[src/rtl/seven_segment_scan_driver_if.sv]
// Bus between status logic and the seven-segment scan driver.
// master drives value/control, slave returns the display pin levels.
interface seven_segment_scan_driver_if #(
    parameter int NUM_DIGITS = 4
);
    localparam int IW = (NUM_DIGITS > 1) ? $clog2(NUM_DIGITS) : 1;

    logic                    enable;
    logic                    load;
    logic [4*NUM_DIGITS-1:0] value;
    logic [NUM_DIGITS-1:0]   dp_in;
    logic                    blank_lz;
    logic [6:0]              seg_out;
    logic                    dp_out;
    logic [NUM_DIGITS-1:0]   an_out;
    logic [IW-1:0]           digit_idx;
    logic                    frame_done;

    modport master (
        output enable, load, value, dp_in, blank_lz,
        input  seg_out, dp_out, an_out, digit_idx, frame_done
    );

    modport slave (
        input  enable, load, value, dp_in, blank_lz,
        output seg_out, dp_out, an_out, digit_idx, frame_done
    );
endinterface

[src/rtl/seven_segment_scan_driver.sv]
// Time-multiplexed N-digit seven-segment driver with blanking,
// leading-zero suppression and frame-aligned display updates.
module seven_segment_scan_driver #(
    parameter int NUM_DIGITS     = 4,
    parameter int CLK_DIV        = 50000,
    parameter int BLANK_CYCLES   = 2,
    parameter bit SEG_ACTIVE_LOW = 1'b0,
    parameter bit AN_ACTIVE_LOW  = 1'b1
) (
    input logic clk,
    input logic rst_n,
    seven_segment_scan_driver_if.slave bus
);
    localparam int IW = (NUM_DIGITS > 1) ? $clog2(NUM_DIGITS) : 1;
    localparam int DW = $clog2(CLK_DIV);
    localparam int NW = 4 * NUM_DIGITS;

    localparam logic [DW-1:0] DIV_MAX = DW'(CLK_DIV - 1);
    localparam logic [DW-1:0] BLK     = DW'(BLANK_CYCLES);
    localparam logic [IW-1:0] IDX_MAX = IW'(NUM_DIGITS - 1);

    localparam logic [6:0] SEG_OFF = SEG_ACTIVE_LOW ? 7'h7F : 7'h00;
    localparam logic       DP_OFF  = SEG_ACTIVE_LOW;
    localparam logic [NUM_DIGITS-1:0] AN_OFF = {NUM_DIGITS{AN_ACTIVE_LOW}};

    function automatic logic [6:0] hex7(input logic [3:0] h);
        logic [6:0] s;
        unique case (h)
            4'h0: s = 7'h7E;
            4'h1: s = 7'h30;
            4'h2: s = 7'h6D;
            4'h3: s = 7'h79;
            4'h4: s = 7'h33;
            4'h5: s = 7'h5B;
            4'h6: s = 7'h5F;
            4'h7: s = 7'h70;
            4'h8: s = 7'h7F;
            4'h9: s = 7'h7B;
            4'hA: s = 7'h77;
            4'hB: s = 7'h1F;
            4'hC: s = 7'h4E;
            4'hD: s = 7'h3D;
            4'hE: s = 7'h4F;
            4'hF: s = 7'h47;
        endcase
        return s;
    endfunction

    logic [DW-1:0]         div_cnt;
    logic [IW-1:0]         idx;
    logic                  slot_end;
    logic                  wrap;
    logic                  xfer;

    logic [NW-1:0]         pend_val;
    logic [NUM_DIGITS-1:0] pend_dp;
    logic                  pend_ok;
    logic [NW-1:0]         disp_val;
    logic [NUM_DIGITS-1:0] disp_dp;

    logic [NUM_DIGITS-1:0] lz;
    logic                  lz_run;
    logic [3:0]            nib;
    logic                  lit;
    logic                  seg_on;
    logic [NUM_DIGITS-1:0] an_d;
    logic [6:0]            seg_d;
    logic                  dp_d;

    logic [NUM_DIGITS-1:0] an_q;
    logic [6:0]            seg_q;
    logic                  dp_q;
    logic                  fd_q;

    assign slot_end = (div_cnt == DIV_MAX);
    assign wrap     = bus.enable && slot_end && (idx == IDX_MAX);
    // While dark there is no frame to tear, so pending moves over at once
    assign xfer     = wrap || !bus.enable;

    always_ff @(posedge clk or negedge rst_n) begin
        if (!rst_n) begin
            div_cnt <= '0;
            idx     <= '0;
        end else if (!bus.enable) begin
            div_cnt <= '0;
            idx     <= '0;
        end else if (slot_end) begin
            div_cnt <= '0;
            idx     <= (idx == IDX_MAX) ? '0 : idx + 1'b1;
        end else begin
            div_cnt <= div_cnt + 1'b1;
        end
    end

    always_ff @(posedge clk or negedge rst_n) begin
        if (!rst_n) begin
            pend_val <= '0;
            pend_dp  <= '0;
            pend_ok  <= 1'b0;
            disp_val <= '0;
            disp_dp  <= '0;
        end else begin
            if (bus.load) begin
                pend_val <= bus.value;
                pend_dp  <= bus.dp_in;
            end
            if (bus.load && wrap) begin
                disp_val <= bus.value;
                disp_dp  <= bus.dp_in;
            end else if (pend_ok && xfer) begin
                disp_val <= pend_val;
                disp_dp  <= pend_dp;
            end
            pend_ok <= bus.load ? !wrap : (pend_ok && !xfer);
        end
    end

    // Digit i>0 is a leading zero when it and every digit above are zero
    always_comb begin
        lz_run = 1'b1;
        lz     = '0;
        for (int i = NUM_DIGITS - 1; i >= 0; i--) begin
            lz_run = lz_run && (disp_val[4*i +: 4] == 4'h0);
            if (i > 0) lz[i] = lz_run;
        end
    end

    always_comb begin
        nib    = disp_val[{idx, 2'b00} +: 4];
        lit    = bus.enable && (div_cnt >= BLK);
        seg_on = bus.enable && !(bus.blank_lz && lz[idx]);
        an_d   = (lit ? (NUM_DIGITS'(1) << idx) : '0) ^ AN_OFF;
        seg_d  = (seg_on ? hex7(nib) : 7'h00) ^ SEG_OFF;
        dp_d   = (bus.enable && disp_dp[idx]) ^ DP_OFF;
    end

    always_ff @(posedge clk or negedge rst_n) begin
        if (!rst_n) begin
            an_q  <= AN_OFF;
            seg_q <= SEG_OFF;
            dp_q  <= DP_OFF;
            fd_q  <= 1'b0;
        end else begin
            an_q  <= an_d;
            seg_q <= seg_d;
            dp_q  <= dp_d;
            fd_q  <= wrap;
        end
    end

    assign bus.an_out     = an_q;
    assign bus.seg_out    = seg_q;
    assign bus.dp_out     = dp_q;
    assign bus.frame_done = fd_q;
    assign bus.digit_idx  = idx;
endmodule

[src/flat_wrapper.sv]
// flat-port wrapper written by rule: the top's interface ports become plain ports
module seven_segment_scan_driver_flat 
#(
    parameter int NUM_DIGITS     = 4,
    parameter int CLK_DIV        = 50000,
    parameter int BLANK_CYCLES   = 2,
    parameter bit SEG_ACTIVE_LOW = 1'b0,
    parameter bit AN_ACTIVE_LOW  = 1'b1
)
  (clk, rst_n, bus_enable, bus_load, bus_value, bus_dp_in, bus_blank_lz, bus_seg_out, bus_dp_out, bus_an_out, bus_digit_idx, bus_frame_done);
  seven_segment_scan_driver_if #(.NUM_DIGITS(NUM_DIGITS)) bus_i ();
  input logic clk;
  input logic rst_n;
  input wire logic [$bits(bus_i.enable)-1:0] bus_enable;
  input wire logic [$bits(bus_i.load)-1:0] bus_load;
  input wire logic [$bits(bus_i.value)-1:0] bus_value;
  input wire logic [$bits(bus_i.dp_in)-1:0] bus_dp_in;
  input wire logic [$bits(bus_i.blank_lz)-1:0] bus_blank_lz;
  output wire logic [$bits(bus_i.seg_out)-1:0] bus_seg_out;
  output wire logic [$bits(bus_i.dp_out)-1:0] bus_dp_out;
  output wire logic [$bits(bus_i.an_out)-1:0] bus_an_out;
  output wire logic [$bits(bus_i.digit_idx)-1:0] bus_digit_idx;
  output wire logic [$bits(bus_i.frame_done)-1:0] bus_frame_done;
  assign bus_i.enable = bus_enable;
  assign bus_i.load = bus_load;
  assign bus_i.value = bus_value;
  assign bus_i.dp_in = bus_dp_in;
  assign bus_i.blank_lz = bus_blank_lz;
  assign bus_seg_out = bus_i.seg_out;
  assign bus_dp_out = bus_i.dp_out;
  assign bus_an_out = bus_i.an_out;
  assign bus_digit_idx = bus_i.digit_idx;
  assign bus_frame_done = bus_i.frame_done;
  seven_segment_scan_driver #(.NUM_DIGITS(NUM_DIGITS), .CLK_DIV(CLK_DIV), .BLANK_CYCLES(BLANK_CYCLES), .SEG_ACTIVE_LOW(SEG_ACTIVE_LOW), .AN_ACTIVE_LOW(AN_ACTIVE_LOW)) u_core (.clk(clk), .rst_n(rst_n), .bus(bus_i));
endmodule
[config.mk]
export PLATFORM = sky130hd
export DESIGN_NAME = seven_segment_scan_driver_flat
export DESIGN_NICKNAME = d
export VERILOG_FILES = /design/src/rtl/seven_segment_scan_driver_if.sv /design/src/rtl/seven_segment_scan_driver.sv /design/src/flat_wrapper.sv
export SDC_FILE = /design/constraint.sdc
export NUM_CORES = 1
export LEC_CHECK = 0
export ABC_AREA = 0
export ABC_CLOCK_PERIOD_IN_PS = 2950
export CAP_MARGIN = 5
export CORE_ASPECT_RATIO = 2
export CORE_MARGIN = 2
export CORE_UTILIZATION = 56
export DETAILED_ROUTE_END_ITERATION = 7
export HOLD_SLACK_MARGIN = 0.08
export PLACE_DENSITY_LB_ADDON = 0.3
export SYNTH_ARGS = -nofsm -noshare
export SYNTH_HDL_FRONTEND = slang
export SYNTH_SLANG_ARGS = --single-unit
[constraint.sdc]
create_clock -name clk -period 2.95 [get_ports clk]
set_clock_uncertainty 0.2 [all_clocks]
set_input_delay 0.59 -clock clk [delete_from_list [all_inputs] [get_ports clk]]
set_output_delay 0.59 -clock clk [all_outputs]
set_load 0.01 [all_outputs]
==> metrics.log, run 1 <==
[metrics] run status: finished clean
[metrics] average wire per standard cell: 17.8 um
[metrics] CTS buffer count: 9
[metrics] leading cell types by total area after synthesis: sky130_fd_sc_hd__dfrtp_1 50%, sky130_fd_sc_hd__mux2_2 7.6%, sky130_fd_sc_hd__ha_1 4.4%
[metrics] effective utilization at floorplan: 0.576
[metrics] post-synthesis compound-gate area fraction: 0.129
[metrics] wire length of the first global-routing pass: 12,000 um
[metrics] total power of the final layout: 2630 uW
[metrics] setup repair after global routing missed its margin: no
[metrics] CP Capture Type: register
[metrics] count of flip-flops with a built-in enable after synthesis: 0
[metrics] switching part of the total: 0.235
[metrics] Vias/cell: 6.05
[metrics] clock network latency to the later pin of the worst-skew pair: 330 ps
[metrics] Startpoint Class: register
[metrics] Hold Path Class: register to register
[metrics] initial drt markers: 94
[metrics] proportion of power drawn by combinational gates: 0.146
[metrics] clock input transition at the sequential cells of the worst setup and hold paths: 50 ps
[metrics] cell accounting for the most synthesized area: sky130_fd_sc_hd__dfrtp_1
[metrics] count of endpoints failing setup in the final report: 0
[metrics] syn_area_per_cell: 11.6 um2
[metrics] most used cells in the layout excluding fill and tap cells: 68 x sky130_fd_sc_hd__dfrtp_1, 38 x sky130_fd_sc_hd__clkdlybuf4s50_1, 26 x sky130_fd_sc_hd__nor2_1
[metrics] sinks on the clock net: 72
[metrics] floorplan die height: 115 um
[metrics] Slew Viols, Final: 0
[metrics] Critical Setup Path Class: register to register
[metrics] crit path time final: 2790 ps
[metrics] count of standard-cell rows: 40
[metrics] critical path fanouts, max: 20
[metrics] worst setup slack for register-to-register paths: 160 ps
[metrics] multiplexer fraction of the synthesized cell area: 0.117
[metrics] most used flip-flop cell after synthesis: sky130_fd_sc_hd__dfrtp_1
[metrics] RePlAce Congestion: 0.853
[metrics] portion of the clock cycle consumed by the worst path in the final layout: 0.947
[metrics] setup fix buffers added after clock tree synthesis: 0
[metrics] Tightest Pin Transition: 522 ps
[metrics] sw power: 620 uW
[metrics] Die X-Extent: 59.3 um
[metrics] worst slew margin relative to its limit: 0.649
[metrics] maximum number of pins on one net before global-route repair: 27
[metrics] count of cell types in the netlist: 43
[metrics] Area Growth Syn to Fin: 23.2%
[metrics] number of warnings printed during yosys synthesis: 0
[metrics] arithmetic-cell share of the synthesized area counting full adders, half adders and majority gates: 0.0438
[metrics] area of the placeable core: 5960 um2
[metrics] number of I/O port buffers: 39
[metrics] clock share of power: 0.417
[metrics] total iterations of the first detailed-routing run: 4
[metrics] static leakage: 0.00177 uW
[metrics] smallest hold slack: 298 ps
[metrics] Tot GR Track Use: 0.241
[metrics] # diodes: 0
[metrics] area fraction in and, or, nand and nor cells after synthesis: 0.116
[metrics] Post-DP HPWL: 5290 um
[metrics] most common library cell in the layout ignoring fill and taps: sky130_fd_sc_hd__dfrtp_1
[metrics] post-synthesis instance area: 3430 um2
[metrics] routed vias: 2,469
[metrics] number of antenna violations at the first check in global routing: 0
[metrics] remaining global-route overflow: 0
[metrics] Inst Count DP: 392
[metrics] number of nets in the synthesized netlist: 332
[metrics] antenna viol nets, final: 0
[metrics] Clock Tree Buf Depth: 2
[metrics] CTS root buffer: sky130_fd_sc_hd__clkbuf_16
[metrics] die outline area: 6800 um2
[metrics] worst vdd ir: 471 uV
[metrics] Final Instance Count excl. Fillers: 408
[metrics] internal power component: 2010 uW
[metrics] DRT Wirelength: 7250 um
[metrics] Yosys top cell area share: 0.496
[metrics] layout filler cell count: 419
[metrics] fin nets: 378
[metrics] number of standard cells after synthesis: 295
[metrics] number of design rule violations left after detail routing: 0
[metrics] via count of the first global-routing pass: 2,572
[metrics] number of endpoints with negative hold slack in the final report: 0
[metrics] count of maximum capacitance violations: 0
[metrics] setup TNS: 0 ps
[metrics] data arrival time of the critical path: 2810 ps
[metrics] proportion of register bits with asynchronous set or reset after synthesis: 1.00
[metrics] combined area of the multi-input logic cells: 1490 um2
[metrics] share of final-layout standard cells stronger than drive strength 1: 0.194
[metrics] FF+latch area: 1810 um2
[metrics] Max Fclk: 0.358 GHz
[metrics] largest family of logic cells by synthesized area: compound AO/OA/AOI/OAI gates
[metrics] areal power density over the cells: 623 nW/um2
[metrics] xor-xnor portion of the synthesized cell area: 0.0281
[metrics] sequential share of power: 0.436
[metrics] clock tree from TritonCTS: built
[metrics] total number of H-tree levels: 3
[metrics] Final Core Density: 0.710
[metrics] I/O Pins: 40
[metrics] CP Data Required Time: 2970 ps
[metrics] count of state elements after synthesis: 72
[metrics] sequential cell area fraction in the yosys report: 0.527
state kept, by name, summed over array words and instances (netlist names):
| name | flops |
|---|---|
| u_core.bus.an_out | 4 |
| u_core.bus.digit_idx | 2 |
| u_core.bus.dp_out | 1 |
| u_core.bus.frame_done | 1 |
| u_core.bus.seg_out | 7 |
| u_core.disp_dp | 4 |
| u_core.disp_val | 16 |
| u_core.div_cnt | 16 |
| u_core.pend_dp | 4 |
| u_core.pend_ok | 1 |
| u_core.pend_val | 16 |
what timing repair did:
item,in CTS,in global routing
hold buffers,1,0
endpoints found under the hold margin,21,0
resized for setup,0,0
power groups by stage:
stage	logic, uW	registers [uW]	clock network (uW)
finish	385	1150	1100
global route	423	1160	1150
CTS	387	1150	1110
detailed placement	385	1160	0
global placement	374	1160	0
floorplan	228	1150	0
cells in the mapped netlist, types with 6 or more instances:
master / instances
sky130_fd_sc_hd__nand2_1: 17
sky130_fd_sc_hd__xor2_1: 7
sky130_fd_sc_hd__nor2_1: 26
sky130_fd_sc_hd__inv_1: 11
sky130_fd_sc_hd__or3_1: 6
sky130_fd_sc_hd__ha_1: 12
sky130_fd_sc_hd__clkbuf_1: 10
sky130_fd_sc_hd__dfrtp_1: 68
sky130_fd_sc_hd__mux2_2: 23
sky130_fd_sc_hd__o22ai_1: 18
sky130_fd_sc_hd__a2bb2oi_1: 15
final timing paths:
path                                               from                               to  depth (start not counted)
min in group asynchronous                         rst_n  u_core.pend_val[10]$_DFFE_PN0P_                          2
setup / recovery           u_core.div_cnt[11]$_DFF_PN0_   u_core.disp_val[4]$_DFFE_PN0P_                          7
hold reg to reg             u_core.div_cnt[0]$_DFF_PN0_      u_core.div_cnt[0]$_DFF_PN0_                          1
setup reg to reg           u_core.div_cnt[11]$_DFF_PN0_   u_core.disp_val[4]$_DFFE_PN0P_                          7
hold / removal              u_core.div_cnt[0]$_DFF_PN0_      u_core.div_cnt[0]$_DFF_PN0_                          1
max in group asynchronous                         rst_n   u_core.bus.an_out[2]$_DFF_PN1_                          3
routing by layer:
layer / GRT usage / routed length, um
met1: 0.256 / 2680
met3: 0.0689 / 279
met5: 0 / 0
met2: 0.421 / 4060
met4: 0.112 / 235
stage by stage:
step           worst slack, ps  area [um2]
6_report                   156        4230
5_1_grt                   30.1        4230
4_1_cts                    159        4230
3_5_place_dp               189        3910
3_3_place_gp               259        3910
2_1_floorplan              245        3430
logic make-up after synthesis:
| family | count (synthesis) |
|---|---|
| compound gates | 60 |
| xor+xnor | 11 |
| buf+inv | 29 |
| flops | 72 |
| fa+ha+maj | 12 |
| mux | 31 |
| simple gates | 80 |
critical path, stage by stage, from the launching register on:
cell	delay [ps]
sky130_fd_sc_hd__dfrtp_1	420
sky130_fd_sc_hd__or4_1	560
sky130_fd_sc_hd__or4_1	590
sky130_fd_sc_hd__buf_4	190
sky130_fd_sc_hd__o21ai_1	160
sky130_fd_sc_hd__buf_4	270
sky130_fd_sc_hd__nand4b_1	140
sky130_fd_sc_hd__o221a_2	150
area by class of cell:
| cell class | instances | share of cell area |
|---|---|---|
| repair buffers | 53 | 0.120 |
| well taps | 63 | 0.0187 |
| multi-input cells | 194 | 0.352 |
| flip-flops and latches | 72 | 0.427 |
| clock inverters | 3 | 0.00947 |
| inverters | 11 | 0.00977 |
| clock buffers | 12 | 0.0631 |
Power figures use the tool's default switching activity.
==> inputs of run 2 (changes only) <==
--- a/config.mk
+++ b/config.mk
@@ -6,7 +6,7 @@
 export NUM_CORES = 1
 export LEC_CHECK = 0
 export ABC_AREA = 0
-export ABC_CLOCK_PERIOD_IN_PS = 2950
+export ABC_CLOCK_PERIOD_IN_PS = 3110
 export CAP_MARGIN = 5
 export CORE_ASPECT_RATIO = 2
 export CORE_MARGIN = 2
==> constraint.sdc (replaced) <==
create_clock -name clk -period 3.11 [get_ports clk]
set_clock_uncertainty 0.2 [all_clocks]
set_input_delay 0.622 -clock clk [delete_from_list [all_inputs] [get_ports clk]]
set_output_delay 0.622 -clock clk [all_outputs]
set_load 0.01 [all_outputs]
==> run 2 against run 1 <==
  * Worst hold slack worse by 8.8 ps
  * Flip-flop and latch count unchanged
  * Worst setup slack better by 20 ps
  * Power down 9.9%
  * Die area unchanged
  * Maximum frequency down 4.8%
  * First-iteration DRC count down 12%
  * Largest cell class unchanged
  * Largest power group unchanged
==> metrics.log, run 2 (same netlist as run 1, synthesis figures left out) <==
[metrics] clock network latency to the later pin of the worst-skew pair: 340 ps
[metrics] count of standard-cell rows: 40
[metrics] initial drt markers: 83
[metrics] static leakage: 0.00173 uW
[metrics] floorplan die height: 115 um
[metrics] setup fix buffers added after clock tree synthesis: 0
[metrics] internal power component: 1780 uW
[metrics] critical path fanouts, max: 12
[metrics] Hold Path Class: input pin to async pin
[metrics] total iterations of the first detailed-routing run: 4
[metrics] setup TNS: 0 ps
[metrics] post-cts gate resize count: 0
[metrics] maximum number of pins on one net before global-route repair: 73
[metrics] Area Growth Syn to Fin: 20.7%
[metrics] Max Fclk: 0.341 GHz
[metrics] Slew Viols, Final: 0
[metrics] CP Capture Type: register
[metrics] clock share of power: 0.389
[metrics] number of antenna violations at the first check in global routing: 0
[metrics] smallest hold slack: 289 ps
[metrics] portion of the clock cycle consumed by the worst path in the final layout: 0.944
[metrics] share of final-layout standard cells stronger than drive strength 1: 0.182
[metrics] CTS buffer count: 9
[metrics] number of I/O port buffers: 39
[metrics] Tightest Pin Transition: 884 ps
[metrics] total power of the final layout: 2370 uW
[metrics] sw power: 591 uW
[metrics] count of hold-fix buffers inserted at cts: 0
[metrics] remaining global-route overflow: 0
[metrics] clock input transition at the sequential cells of the worst setup and hold paths: 60 ps
[metrics] clock tree from TritonCTS: built
[metrics] most used cells in the layout excluding fill and tap cells: 68 x sky130_fd_sc_hd__dfrtp_1, 38 x sky130_fd_sc_hd__clkdlybuf4s50_1, 26 x sky130_fd_sc_hd__nor2_1
[metrics] setup repair after global routing missed its margin: no
[metrics] Startpoint Class: register
[metrics] Die X-Extent: 59.3 um
[metrics] effective utilization at floorplan: 0.576
[metrics] number of endpoints with negative hold slack in the final report: 0
[metrics] average wire per standard cell: 18.4 um
[metrics] fin nets: 374
[metrics] via count of the first global-routing pass: 2,557
[metrics] wire length of the first global-routing pass: 12,100 um
[metrics] DRT Wirelength: 7420 um
[metrics] I/O Pins: 40
[metrics] Vias/cell: 6.16
[metrics] sequential share of power: 0.460
[metrics] areal power density over the cells: 573 nW/um2
[metrics] run status: finished clean
[metrics] CTS root buffer: sky130_fd_sc_hd__clkbuf_16
[metrics] most common library cell in the layout ignoring fill and taps: sky130_fd_sc_hd__dfrtp_1
[metrics] data arrival time of the critical path: 2950 ps
[metrics] Finished Cell Area: 4140 um2
[metrics] count of maximum capacitance violations: 0
[metrics] Final Core Density: 0.695
[metrics] total number of H-tree levels: 3
[metrics] proportion of power drawn by combinational gates: 0.152
[metrics] switching part of the total: 0.249
[metrics] launch instance of the worst register-to-register path: u_core.div_cnt[11]$_DFF_PN0_
[metrics] area of the placeable core: 5960 um2
[metrics] count of endpoints failing setup in the final report: 0
[metrics] Critical Setup Path Class: register to register
[metrics] die outline area: 6800 um2
[metrics] sinks on the clock net: 72
[metrics] worst slew margin relative to its limit: 0.411
[metrics] Post-DP HPWL: 5190 um
[metrics] routed vias: 2,490
[metrics] Tot GR Track Use: 0.246
[metrics] launch point of the worst path: u_core.div_cnt[11]$_DFF_PN0_
[metrics] Clock Tree Buf Depth: 2
[metrics] RePlAce Congestion: 0.838
[metrics] crit path time final: 2930 ps
[metrics] number of design rule violations left after detail routing: 0
[metrics] CP Data Required Time: 3130 ps
[metrics] Area after DPL: 3870 um2
[metrics] worst vdd ir: 389 uV
[metrics] biggest regs: u_core.disp_val (16), u_core.div_cnt (16), u_core.pend_val (16)
[metrics] antenna viol nets, final: 0
[metrics] # diodes: 0
## run 2: cell count changes in the layout (fill, tap and decap cells not counted), sizes merged
| cell | change |
|---|---|
| dlygate4sd3 | -1 |
| bufinv | -1 |
| buf | -3 |
| clkinv | +1 |
## run 2: metrics by stage
step,cells,setup slack [ps]
floorplan,295,405
global placement,389,291
detailed placement,389,236
CTS,404,198
global route,404,70.1
finish,404,176
## run 2: area by class of cell
type / instances / area [um2]
Clock buffer: 12 / 246
Clock inverter: 3 / 18.8
Fill cell: 441 / 1820
Inverter: 11 / 41.3
Multi-Input combinational cell: 194 / 1490
Sequential cell: 72 / 1810
Tap cell: 63 / 78.8
Timing Repair Buffer: 49 / 460
## run 2: critical path, cell delays in order, from the launching register on
cell                       delay, ps
sky130_fd_sc_hd__dfrtp_1         430
sky130_fd_sc_hd__or4_1           560
sky130_fd_sc_hd__or4_1           680
sky130_fd_sc_hd__or2_1           350
sky130_fd_sc_hd__buf_4           200
sky130_fd_sc_hd__o22ai_1         170
sky130_fd_sc_hd__o2bb2a_1        240
## run 2: metal layers
metal / share of wire / vias to the layer above / track usage
li1: - / 1151 / -
met1: 0.36 / 1261 / 0.259
met5: 0 / - / 0
met2: 0.57 / 54 / 0.430
met3: 0.035 / 24 / 0.0644
met4: 0.035 / 0 / 0.126
## run 2: worst paths after layout
path / end / slack, ps / cells past startpoint
setup / recovery: u_core.disp_val[12]$_DFFE_PN0P_ / 180 / 6
hold / removal: u_core.pend_val[5]$_DFFE_PN0P_ / 290 / 2
setup reg to reg: u_core.disp_val[12]$_DFFE_PN0P_ / 180 / 6
min in group clk: u_core.div_cnt[0]$_DFF_PN0_ / 290 / 1
hold reg to reg: u_core.div_cnt[0]$_DFF_PN0_ / 290 / 1
max in group asynchronous: u_core.pend_val[3]$_DFFE_PN0P_ / 1850 / 2
## run 2: power groups by stage
stage               clock network, uW  logic [uW]  registers [uW]
floorplan                           0         217            1090
global placement                    0         347            1100
CTS                               939         362            1090
global route                      972         396            1100
detailed placement                  0         360            1100
finish                            922         360            1090
==> inputs of run 3 (changes only) <==
--- a/config.mk
+++ b/config.mk
@@ -10,8 +10,9 @@
 export CAP_MARGIN = 5
 export CORE_ASPECT_RATIO = 2
 export CORE_MARGIN = 2
-export CORE_UTILIZATION = 56
+export CORE_UTILIZATION = 63
 export DETAILED_ROUTE_END_ITERATION = 7
+export DONT_BUFFER_PORTS = 1
 export HOLD_SLACK_MARGIN = 0.08
 export PLACE_DENSITY_LB_ADDON = 0.3
 export SYNTH_ARGS = -nofsm -noshare
==> run 3 against run 2 <==
  * Maximum frequency rose by 0.26%
  * Sequential share of layout area rose by 5.0 points
  * Register-to-register slack barely moved
  * First-iteration DRC count rose by 1.2%
  * Clock power fell by 20%
  * Clock-buffer cell count rose by 1
  * Critical path type unchanged
  * Critical endpoint is now u_core.disp_dp[3]$_DFFE_PN0P_
  * Largest cell class unchanged
  * Largest power group unchanged
==> metrics.log, run 3 (same netlist as run 1, synthesis figures left out) <==
[metrics] start point of the worst hold path: bus_enable
[metrics] average wire per standard cell: 18.4 um
[metrics] biggest regs: u_core.disp_val (16), u_core.div_cnt (16), u_core.pend_val (16)
[metrics] Die X-Extent: 56.2 um
[metrics] clock tree from TritonCTS: built
[metrics] Hold Path Class: input pin to register
[metrics] area of the placeable core: 5330 um2
[metrics] CTS root buffer: sky130_fd_sc_hd__clkbuf_8
[metrics] most used cells in the layout excluding fill and tap cells: 68 x sky130_fd_sc_hd__dfrtp_1, 26 x sky130_fd_sc_hd__nor2_1, 23 x sky130_fd_sc_hd__mux2_2
[metrics] Area Growth Syn to Fin: 8.25%
[metrics] setup fix buffers added after clock tree synthesis: 0
[metrics] most common library cell in the layout ignoring fill and taps: sky130_fd_sc_hd__dfrtp_1
[metrics] portion of the clock cycle consumed by the worst path in the final layout: 0.941
[metrics] pre-CTS worst setup slack: 205 ps
[metrics] CTS buffer count: 9
[metrics] count of endpoints failing setup in the final report: 0
[metrics] sinks on the clock net: 72
[metrics] Max Fclk: 0.342 GHz
[metrics] cell mode on critical path: sky130_fd_sc_hd__or4_1
[metrics] worst hold path endpoint: u_core.div_cnt[2]$_DFF_PN0_
[metrics] worst path setup slack after routing: 183 ps
[metrics] Max stage delay on crit path: 700 ps
[metrics] critical path fanouts, max: 16
[metrics] setup repair after global routing missed its margin: no
[metrics] slowest CP cell: sky130_fd_sc_hd__or4_1
[metrics] Startpoint Class: register
[metrics] total number of H-tree levels: 3
[metrics] Clock Tree Buf Depth: 2
[metrics] GR met1 Demand/Resource: 0.315
[metrics] Slew Viols, Final: 0
[metrics] initial drt markers: 84
[metrics] clock input transition at the sequential cells of the worst setup and hold paths: 70 ps
[metrics] routed vias: 2,314
[metrics] count of maximum capacitance violations: 0
[metrics] worst vdd ir: 618 uV
[metrics] number of I/O port buffers: 0
[metrics] Vias/cell: 6.39
[metrics] number of endpoints with negative hold slack in the final report: 0
[metrics] count of standard-cell rows: 38
[metrics] Post-DP HPWL: 4580 um
[metrics] die outline area: 6090 um2
[metrics] total iterations of the first detailed-routing run: 4
[metrics] maximum number of pins on one net before global-route repair: 73
[metrics] effective utilization at floorplan: 0.644
[metrics] static leakage: 0.00156 uW
[metrics] smallest hold slack: 195 ps
[metrics] number of cells on the worst reg-to-reg path: 6
[metrics] GRT Max-Usage Layer: met2
[metrics] worst setup slack for register-to-register paths: 180 ps
[metrics] I/O Pins: 40
[metrics] crit path time final: 2930 ps
[metrics] clock network latency to the later pin of the worst-skew pair: 350 ps
[metrics] via count of the first global-routing pass: 2,340
[metrics] worst-path cell chain: or4_1 > or4_1 > or2_1 > a21boi_4 > buf_12 > a2bb2oi_1
[metrics] RePlAce Congestion: 0.858
[metrics] floorplan die height: 108 um
[metrics] run status: finished clean
[metrics] remaining global-route overflow: 0
[metrics] met2 track utilization from global routing: 0.375
[metrics] CP Capture Type: register
[metrics] number of antenna violations at the first check in global routing: 0
[metrics] areal power density over the cells: 570 nW/um2
[metrics] met3 usage in global routing: 0.0801
[metrics] share of final-layout standard cells stronger than drive strength 1: 0.199
[metrics] data arrival time of the critical path: 3000 ps
[metrics] layout filler cell count: 378
[metrics] DRT Wirelength: 6670 um
[metrics] worst slew margin relative to its limit: 0.614
[metrics] Tightest Pin Transition: 573 ps
[metrics] Tot GR Track Use: 0.248
[metrics] CP Data Required Time: 3180 ps
[metrics] fin nets: 334
[metrics] setup TNS: 0 ps
[metrics] antenna viol nets, final: 0
[metrics] # diodes: 0
[metrics] wire length of the first global-routing pass: 11,400 um
[metrics] number of design rule violations left after detail routing: 0
[metrics] launch instance of the worst register-to-register path: u_core.div_cnt[11]$_DFF_PN0_
[metrics] number of cells on the worst hold path: 1
[metrics] capture point of the worst reg-to-reg path: u_core.disp_dp[3]$_DFFE_PN0P_
[metrics] Critical Setup Path Class: register to register
==> run 3: cell count changes in the layout (fill, tap and decap cells not counted), sizes merged <==
cell / delta
buf: -3
bufinv: +1
clkbuf: +1
clkdlybuf4s50: -38
clkinv: -1
dlygate4sd3: +1
==> run 3: worst max-delay path: cells and delay by family, from the launching register on <==
| kind | cells | cell delay (ps) |
|---|---|---|
| simple gates | 3 | 1610 |
| flops | 1 | 430 |
| compound gates | 2 | 440 |
| buf+inv | 1 | 180 |
==> run 3: repair_timing <==
item                                   CTS  global route
endpoints found under the hold margin   72             0
hold buffers                             2             0
gates resized for setup                  0             0
==> run 3: layout make-up <==
class	count	area, um2	area share
Clock buffer	13	159	0.0428
Clock inverter	3	40.0	0.0108
Inverter	11	41.3	0.0111
Multi-Input combinational cell	194	1490	0.401
Sequential cell	72	1810	0.487
Tap cell	60	75.1	0.0202
Timing Repair Buffer	9	103	0.0276
==> run 3: stage by stage <==
step                std cells  total power [uW]  cell area, um2   util
global placement          344              1350            3480  0.653
global route              362              2210            3710  0.697
detailed placement        344              1360            3480  0.653
floorplan                 295              1310            3430      -
finish                    362              2120            3710  0.697
CTS                       362              2120            3710  0.697
==> run 3: worst max path at each step <==
| stage | start | end | slack [ps] | cells past startpoint |
|---|---|---|---|---|
| 3_3_place_gp | u_core.div_cnt[11]$_DFF_PN0_ | u_core.disp_val[12]$_DFFE_PN0P_ | 310 | 6 |
| 4_1_cts | u_core.div_cnt[11]$_DFF_PN0_ | u_core.disp_dp[3]$_DFFE_PN0P_ | 180 | 6 |
| 6_report | u_core.div_cnt[11]$_DFF_PN0_ | u_core.disp_dp[3]$_DFFE_PN0P_ | 180 | 6 |
| 3_5_place_dp | u_core.div_cnt[11]$_DFF_PN0_ | u_core.disp_dp[3]$_DFFE_PN0P_ | 200 | 6 |
| 2_1_floorplan | u_core.div_cnt[11]$_DFF_PN0_ | u_core.disp_dp[3]$_DFFE_PN0P_ | 410 | 8 |
| 5_1_grt | u_core.div_cnt[11]$_DFF_PN0_ | u_core.disp_val[12]$_DFFE_PN0P_ | 50 | 6 |
==> run 3: power breakdown <==
group | internal (uW) | total (uW) | switching (uW)
registers | 1030 | 1100 | 70.4
clock network | 412 | 742 | 330
logic | 144 | 275 | 132
==> run 3: metal layers <==
metal,part of all wire,vias to the layer above,wire length (um)
met5,0,-,0
met4,0.024,0,157
met3,0.066,12,443
met2,0.50,82,3320
met1,0.41,1140,2760
li1,-,1080,-
